==> src/rtl/mm_pkg.sv <==
// Shared types and constants for the 3x3 matrix-multiply sequencer.
package mm_pkg;
  localparam int unsigned MAX_DIM = 3;
  localparam int unsigned NUM_MAC = MAX_DIM * MAX_DIM;
  localparam int unsigned ADDR_W  = 4;
  localparam int unsigned DIM_W   = 2;

  typedef enum logic [3:0] {
    IDLE, CHECK, ERR, CLEAR, LOAD_W, LOAD_X, COMPUTE, DRAIN, UNLOAD, DONE
  } state_e;

  // Flat MAC / element index of grid position (r, c).
  function automatic logic [ADDR_W-1:0] mac_idx(input logic [ADDR_W-1:0] r,
                                                input logic [ADDR_W-1:0] c);
    return ADDR_W'(r * ADDR_W'(MAX_DIM) + c);
  endfunction
endpackage

==> src/rtl/mm_rc_counter.sv <==
// Row-major 2-D counter with run-time limits; exposes its next value so the
// caller can register a decoded index in the same cycle the counter moves.
module mm_rc_counter
  import mm_pkg::*;
(
  input  logic              clk,
  input  logic              rst,
  input  logic              clr_i,
  input  logic              en_i,
  input  logic [ADDR_W-1:0] row_lim_i,
  input  logic [ADDR_W-1:0] col_lim_i,
  output logic [ADDR_W-1:0] row_nxt_o,
  output logic [ADDR_W-1:0] col_nxt_o,
  output logic              last_o
);
  logic [ADDR_W-1:0] row_q, row_d, col_q, col_d;
  logic              row_last, col_last;

  always_comb begin
    row_last = (row_q == row_lim_i - ADDR_W'(1));
    col_last = (col_q == col_lim_i - ADDR_W'(1));
    row_d    = row_q;
    col_d    = col_q;
    if (clr_i) begin
      row_d = '0;
      col_d = '0;
    end else if (en_i) begin
      if (col_last) begin
        col_d = '0;
        row_d = row_last ? '0 : row_q + ADDR_W'(1);
      end else begin
        col_d = col_q + ADDR_W'(1);
      end
    end
  end

  always_ff @(posedge clk) begin
    if (rst) begin
      row_q <= '0;
      col_q <= '0;
    end else begin
      row_q <= row_d;
      col_q <= col_d;
    end
  end

  assign row_nxt_o = row_d;
  assign col_nxt_o = col_d;
  assign last_o    = row_last && col_last;
endmodule

==> src/rtl/mm_sequencer.sv <==
// Matrix-multiply controller: dimension check, operand load, systolic
// compute/drain and row-major result unload. All outputs are registered.
module mm_sequencer
  import mm_pkg::*;
#(
  parameter int unsigned DW        = 4,
  parameter int unsigned DRAIN_CYC = 2
) (
  input  logic               clk,
  input  logic               rst,
  input  logic               start,
  input  logic [DIM_W-1:0]   row_w,
  input  logic [DIM_W-1:0]   col_w,
  input  logic [DIM_W-1:0]   row_x,
  input  logic [DIM_W-1:0]   col_x,
  input  logic               in_valid,
  input  logic [DW-1:0]      in_data,
  output logic               in_ready,
  output logic               wr_w,
  output logic               wr_x,
  output logic [ADDR_W-1:0]  wr_addr,
  output logic [DW-1:0]      wr_data,
  output logic               clear_mem,
  output logic               feed_en,
  output logic [DIM_W-1:0]   feed_k,
  output logic [NUM_MAC-1:0] ld_mac,
  output logic [NUM_MAC-1:0] clear_mac,
  output logic [ADDR_W-1:0]  res_sel,
  output logic               res_valid,
  input  logic               res_ready,
  output logic               busy,
  output logic               done,
  output logic               err
);
  localparam int unsigned DCNT_W = 4;

  state_e             state_q, state_d;
  logic [DIM_W-1:0]   row_w_q, row_w_d, col_w_q, col_w_d;
  logic [DIM_W-1:0]   row_x_q, row_x_d, col_x_q, col_x_d;
  logic [ADDR_W-1:0]  nw_q, nw_d, nx_q, nx_d, wcnt_q, wcnt_d, xcnt_q, xcnt_d;
  logic [DIM_W-1:0]   kcnt_q, kcnt_d;
  logic [DCNT_W-1:0]  dcnt_q, dcnt_d;
  logic               err_q, err_d;
  logic               in_ready_q, in_ready_d, wr_w_q, wr_w_d, wr_x_q, wr_x_d;
  logic [ADDR_W-1:0]  wr_addr_q, wr_addr_d, res_sel_q, res_sel_d;
  logic [DW-1:0]      wr_data_q, wr_data_d;
  logic               clear_mem_q, clear_mem_d, feed_en_q, feed_en_d;
  logic [NUM_MAC-1:0] ld_mac_q, ld_mac_d, clear_mac_q, clear_mac_d, mask;
  logic               res_valid_q, res_valid_d, busy_q, busy_d, done_q, done_d;
  logic               in_acc, res_acc, rc_clr, rc_en, rc_last;
  logic [ADDR_W-1:0]  rc_row_nxt, rc_col_nxt;

  assign in_acc  = in_valid && in_ready_q;
  assign res_acc = res_valid_q && res_ready;

  mm_rc_counter u_rc (
    .clk       (clk),
    .rst       (rst),
    .clr_i     (rc_clr),
    .en_i      (rc_en),
    .row_lim_i (ADDR_W'(row_w_q)),
    .col_lim_i (ADDR_W'(col_x_q)),
    .row_nxt_o (rc_row_nxt),
    .col_nxt_o (rc_col_nxt),
    .last_o    (rc_last)
  );

  // MACs that hold a real result element: r < row_w and c < col_x.
  always_comb begin
    mask = '0;
    for (int unsigned r = 0; r < MAX_DIM; r++) begin
      for (int unsigned c = 0; c < MAX_DIM; c++) begin
        mask[mac_idx(ADDR_W'(r), ADDR_W'(c))] =
          (ADDR_W'(r) < ADDR_W'(row_w_q)) && (ADDR_W'(c) < ADDR_W'(col_x_q));
      end
    end
  end

  always_comb begin
    state_d   = state_q;
    row_w_d   = row_w_q;
    col_w_d   = col_w_q;
    row_x_d   = row_x_q;
    col_x_d   = col_x_q;
    nw_d      = nw_q;
    nx_d      = nx_q;
    wcnt_d    = wcnt_q;
    xcnt_d    = xcnt_q;
    kcnt_d    = kcnt_q;
    dcnt_d    = dcnt_q;
    err_d     = err_q;
    rc_clr    = 1'b0;
    rc_en     = 1'b0;
    wr_w_d    = 1'b0;
    wr_x_d    = 1'b0;
    wr_addr_d = '0;
    wr_data_d = '0;

    case (state_q)
      IDLE: if (start) begin
        row_w_d = row_w;
        col_w_d = col_w;
        row_x_d = row_x;
        col_x_d = col_x;
        err_d   = 1'b0;
        state_d = CHECK;
      end
      CHECK: begin
        if ((row_w_q == '0) || (col_w_q == '0) || (row_x_q == '0) ||
            (col_x_q == '0) || (col_w_q != row_x_q)) begin
          err_d   = 1'b1;
          state_d = ERR;
        end else begin
          state_d = CLEAR;
        end
      end
      ERR: state_d = IDLE;
      CLEAR: begin
        nw_d    = ADDR_W'(row_w_q) * ADDR_W'(col_w_q);
        nx_d    = ADDR_W'(row_x_q) * ADDR_W'(col_x_q);
        wcnt_d  = '0;
        xcnt_d  = '0;
        kcnt_d  = '0;
        dcnt_d  = '0;
        rc_clr  = 1'b1;
        state_d = LOAD_W;
      end
      LOAD_W: if (in_acc) begin
        wr_w_d    = 1'b1;
        wr_addr_d = wcnt_q;
        wr_data_d = in_data;
        wcnt_d    = wcnt_q + ADDR_W'(1);
        if (wcnt_q == nw_q - ADDR_W'(1)) state_d = LOAD_X;
      end
      LOAD_X: if (in_acc) begin
        wr_x_d    = 1'b1;
        wr_addr_d = xcnt_q;
        wr_data_d = in_data;
        xcnt_d    = xcnt_q + ADDR_W'(1);
        if (xcnt_q == nx_q - ADDR_W'(1)) state_d = COMPUTE;
      end
      COMPUTE: begin
        if (kcnt_q == col_w_q - DIM_W'(1)) begin
          kcnt_d  = '0;
          state_d = DRAIN;
        end else begin
          kcnt_d = kcnt_q + DIM_W'(1);
        end
      end
      DRAIN: begin
        if (dcnt_q == DCNT_W'(DRAIN_CYC - 1)) begin
          dcnt_d  = '0;
          state_d = UNLOAD;
        end else begin
          dcnt_d = dcnt_q + DCNT_W'(1);
        end
      end
      UNLOAD: if (res_acc) begin
        rc_en = 1'b1;
        if (rc_last) state_d = DONE;
      end
      DONE:    state_d = IDLE;
      default: state_d = IDLE;
    endcase

    // Outputs are decoded from the next state so they line up with it.
    in_ready_d  = (state_d == LOAD_W) || (state_d == LOAD_X);
    clear_mem_d = (state_d == CLEAR);
    feed_en_d   = (state_d == COMPUTE);
    res_valid_d = (state_d == UNLOAD);
    busy_d      = (state_d != IDLE);
    done_d      = (state_d == DONE);
    res_sel_d   = (state_d == UNLOAD) ? mac_idx(rc_row_nxt, rc_col_nxt) : '0;
    ld_mac_d    = '0;
    clear_mac_d = '1;
    if ((state_d == COMPUTE) || (state_d == DRAIN)) begin
      ld_mac_d    = mask;
      clear_mac_d = ~mask;
    end else if ((state_d == UNLOAD) || (state_d == DONE)) begin
      clear_mac_d = '0;
    end
  end

  always_ff @(posedge clk) begin
    if (rst) begin
      state_q     <= IDLE;
      row_w_q     <= '0;
      col_w_q     <= '0;
      row_x_q     <= '0;
      col_x_q     <= '0;
      nw_q        <= '0;
      nx_q        <= '0;
      wcnt_q      <= '0;
      xcnt_q      <= '0;
      kcnt_q      <= '0;
      dcnt_q      <= '0;
      err_q       <= 1'b0;
      in_ready_q  <= 1'b0;
      wr_w_q      <= 1'b0;
      wr_x_q      <= 1'b0;
      wr_addr_q   <= '0;
      wr_data_q   <= '0;
      clear_mem_q <= 1'b0;
      feed_en_q   <= 1'b0;
      ld_mac_q    <= '0;
      clear_mac_q <= '1;
      res_sel_q   <= '0;
      res_valid_q <= 1'b0;
      busy_q      <= 1'b0;
      done_q      <= 1'b0;
    end else begin
      state_q     <= state_d;
      row_w_q     <= row_w_d;
      col_w_q     <= col_w_d;
      row_x_q     <= row_x_d;
      col_x_q     <= col_x_d;
      nw_q        <= nw_d;
      nx_q        <= nx_d;
      wcnt_q      <= wcnt_d;
      xcnt_q      <= xcnt_d;
      kcnt_q      <= kcnt_d;
      dcnt_q      <= dcnt_d;
      err_q       <= err_d;
      in_ready_q  <= in_ready_d;
      wr_w_q      <= wr_w_d;
      wr_x_q      <= wr_x_d;
      wr_addr_q   <= wr_addr_d;
      wr_data_q   <= wr_data_d;
      clear_mem_q <= clear_mem_d;
      feed_en_q   <= feed_en_d;
      ld_mac_q    <= ld_mac_d;
      clear_mac_q <= clear_mac_d;
      res_sel_q   <= res_sel_d;
      res_valid_q <= res_valid_d;
      busy_q      <= busy_d;
      done_q      <= done_d;
    end
  end

  assign in_ready  = in_ready_q;
  assign wr_w      = wr_w_q;
  assign wr_x      = wr_x_q;
  assign wr_addr   = wr_addr_q;
  assign wr_data   = wr_data_q;
  assign clear_mem = clear_mem_q;
  assign feed_en   = feed_en_q;
  assign feed_k    = kcnt_q;
  assign ld_mac    = ld_mac_q;
  assign clear_mac = clear_mac_q;
  assign res_sel   = res_sel_q;
  assign res_valid = res_valid_q;
  assign busy      = busy_q;
  assign done      = done_q;
  assign err       = err_q;
endmodule

==> config.mk <==
export PLATFORM = sky130hd
export DESIGN_NAME = mm_sequencer
export DESIGN_NICKNAME = d
export VERILOG_FILES = /design/src/rtl/mm_pkg.sv /design/src/rtl/mm_rc_counter.sv /design/src/rtl/mm_sequencer.sv
export SDC_FILE = /design/constraint.sdc
export NUM_CORES = 1
export LEC_CHECK = 0
export BUFFER_PORTS_ARGS = -buffer_cell sky130_fd_sc_hd__buf_4
export CAP_MARGIN = 10
export CELL_PAD_IN_SITES_DETAIL_PLACEMENT = 1
export CELL_PAD_IN_SITES_GLOBAL_PLACEMENT = 1
export CORE_UTILIZATION = 30
export CTS_CLUSTER_DIAMETER = 150
export DETAILED_ROUTE_END_ITERATION = 7
export PLACE_DENSITY_LB_ADDON = 0.25
export SLEW_MARGIN = 20
export SYNTH_ARGS = -nofsm -noshare
export SYNTH_HDL_FRONTEND = slang
export SYNTH_SLANG_ARGS = --single-unit
==> constraint.sdc <==
create_clock -name clk -period 5.75 [get_ports clk]
set_clock_uncertainty 0.05 [all_clocks]
set_input_delay 1.15 -clock clk [delete_from_list [all_inputs] [get_ports clk]]
set_output_delay 1.15 -clock clk [all_outputs]
set_load 0.02 [all_outputs]
==> flow_summary.toml <==
[status]
status = "finished, final reports clean"

[layout]
synthToLayoutAreaGrowth_pct = 24.4
drive_above_1_share_pct = 18.9
final_nets = 508
antenna_cells = 0
fin_util_pct = 38.5
filler_cell_count = 1403

[synthesis]
syn_nets = 457
synth_area_um2 = 3750
synth_warnings = 0
syn_inst = 416
avgSynthCellArea_um2 = 9.01
synth_top_cell_area_share_pct = 43.3
ys_seq_elements = 81
ys.flop_type = "dfxtp_1"
synthAdderAreaFrac_pct = 8.61
synth-edff-count = 0
async_flop_share_pct = 0
synth-compound-area-share_pct = 10.9
synth_top_family_by_area = "simple AND/OR/NAND/NOR gates"
synth_mux_area_share_pct = 3.24
yosys.area_share.simple_pct = 22.9
synth.largest_area_cell = "dfxtp_1"
post-synth-top-count-cell = "dfxtp_1"
ys_seq_area_share_pct = 43.3
synth_cell_types = 56
netlist_top_cells_count = "81 x dfxtp_1, 55 x nor2_1, 30 x nand2_1, 24 x nor3_1"
synth-xor-area-share_pct = 6.91
synthTopCellsByArea = "dfxtp_1 43%, ha_1 7.0%, nor2_1 5.5%"

[die]
ios = 58
initial_core_util_pct = 30.9
core.rowCount = 40
fp.dieArea_um2 = 12900
die_w_um = 114
die_height_um = 114
coreArea_um2 = 12100

[clocking]
cts_resized = 0
clk-insertion-delay-late_ps = 340
ctsHoldBuffers = 0
cts_tree = "yes"
cts.clk_slew.worst_paths_ps = 60
root_buffer = "clkbuf_16"
numCtsBuffers = 9
postCtsSetupRepairBufs = 0
clockBufferDepth = 2
htreeDepth = 3
cts_sinks = 81

[sta]
slew_headroom_pct = 32.1
rsz0062_at_grt = "false"
period_needed_ps = 4740
max_slew.worst_pin.slew_ps = 1010
setup_viol = 0
finalHoldViolations = 0
drv_slew = 0
finalSetupTns_ps = 0
setup_slack_ps = 1010
fmax_mhz = 211
post-route-period-util_pct = 82.5

[global_route]
grt_pass1_wl_um = 16100
grt_max_degree = 48
grt_pass1_vias = 3105
grtUsageTotal_pct = 16.4
antenna_found_initial = 0
overflow = 0

[critical_path]
slowest_delay_ps = 500
timing.rr.end = "res_sel[3]$_SDFF_PP0_"
rr_startpoint = "col_x_q[0]$_SDFFE_PP0P_"
worst-path-buf-inv = 2
endpoint_kind = "flop"
r2r_setup_slack_ps = 1010
startpoint = "col_x_q[0]$_SDFFE_PP0P_"
critPathSlowestCell = "or4b_1"
crit_family = "simple AND/OR/NAND/NOR gates"
cp_data_required_time_ps = 5960
start_kind = "flop"
cp.arrival_ps = 4950
reg2regPathDepth = 16
worst-setup-path-type = "reg2reg"
critical_path_cell_count = 16
cp_cell_sequence = "inv_1 -> ha_1 -> nor3_1 -> o211ai_2 -> nor2_1 -> mux2_2 -> nand2_1 -> inv_1 -> fa_1 -> fa_1 -> xnor2_1 -> o2111ai_1 -> o31ai_1 -> a31o_1 -> or4b_1 -> mux2i_1"
cp_max_fo = 9

[worst_hold_path]
hp-class = "reg2reg"
hold_path_end = "nw_q[1]$_SDFFE_PP0P_"
hp-start = "nw_q[1]$_SDFFE_PP0P_"
whs_path_depth = 2

[drt]
route.detailed.drc = 0
routed_wl_um = 9980
drt-wirelength-per-cell_um = 15.6
first_pass_iters = 4
vias = 3074
drt_iter0_drc = 104
ant_nets = 0
viasPerCell = 4.82

[power_and_ir_drop]
vdd_drop_max_v = 0.0000956
p_total_mw = 1.27
power.density_nw_per_um2 = 272
p_leak_nw = 1.92

[placement]
gp_congestion = 0.833
portBuffers = 57
post-dp-hpwl_um = 7350
preCtsSetupSlack_ps = 1030

[job]
drv_cap = 0
-- power by group --
group | switching (mW) | internal (mW)
clock network | 0.222 | 0.398
registers | 0.0115 | 0.568
logic | 0.0403 | 0.0285
total | 0.274 | 0.995
-- final cells by class --
class	count	area, µm²	area share (%)
Clock buffer	11	253	5.42
Clock inverter	3	65.1	1.40
Inverter	21	78.8	1.69
Multi-Input combinational cell	295	1990	42.7
Sequential cell	81	1620	34.8
Tap cell	168	210	4.51
Timing Repair Buffer	59	443	9.50
-- cell usage in the layout, fill, tap and decap left out, drive strengths merged, types with 5 or more instances in the layout --
cell type,n
dfxtp,81
or3,5
xor2,15
ha,21
clkbuf,11
and3,9
nor3,25
nand3,9
inv,21
xnor2,12
nor2,55
a21oi,22
mux2i,11
buf,59
nand2,30
and2,10
o21ai,14
-- metal layers --
layer	share of wire, %	vias up	track usage, %
met5	0	-	0
met4	1.6	0	6.58
met3	4.0	11	3.67
met2	47	57	27.3
met1	47	1484	20.5
li1	-	1522	-
-- state kept, by name (all words and copies together) (netlist names), 4 cells and up --
name and count:
res_sel 4, clear_mac 9, nw_q 4, wr_data 4
xcnt_q 4, u_rc.row_q 4, state_q 4, nx_q 4
ld_mac 9, wr_addr 4, u_rc.col_q 4, wcnt_q 4
dcnt_q 4
-- stage by stage --
step	area [µm²]	hold slack, ps	cells
finish	4660	430	638
detailed placement	4340	431	624
global placement	4340	414	624
floorplan	3750	398	416
global route	4660	453	638
CTS	4660	438	638
-- logic make-up (layout without fill, tap and decap cells) --
group,count (synthesis),count (layout)
AND/OR/NAND/NOR,168,168
flip-flops,81,81
AO/OA/AOI/OAI,63,63
buffers and inverters,40,94
XOR/XNOR,28,28
adder cells (fa/ha/maj),24,24
multiplexers,12,12
-- worst min-delay path, cell delays in order, from the launching register on --
cell,delay [ps]
dfxtp_1,320
nand2_1,60
a21oi_1,50
-- how the worst max path moves through the flow --
stage / to / slack (ps)
2_1_floorplan: res_sel[3]$_SDFF_PP0_ / 1510
4_1_cts: res_sel[3]$_SDFF_PP0_ / 980
3_5_place_dp: res_sel[3]$_SDFF_PP0_ / 1030
5_1_grt: res_sel[3]$_SDFF_PP0_ / 750
3_3_place_gp: res_sel[3]$_SDFF_PP0_ / 1240
6_report: res_sel[3]$_SDFF_PP0_ / 1010
Power figures use the tool's default switching activity.
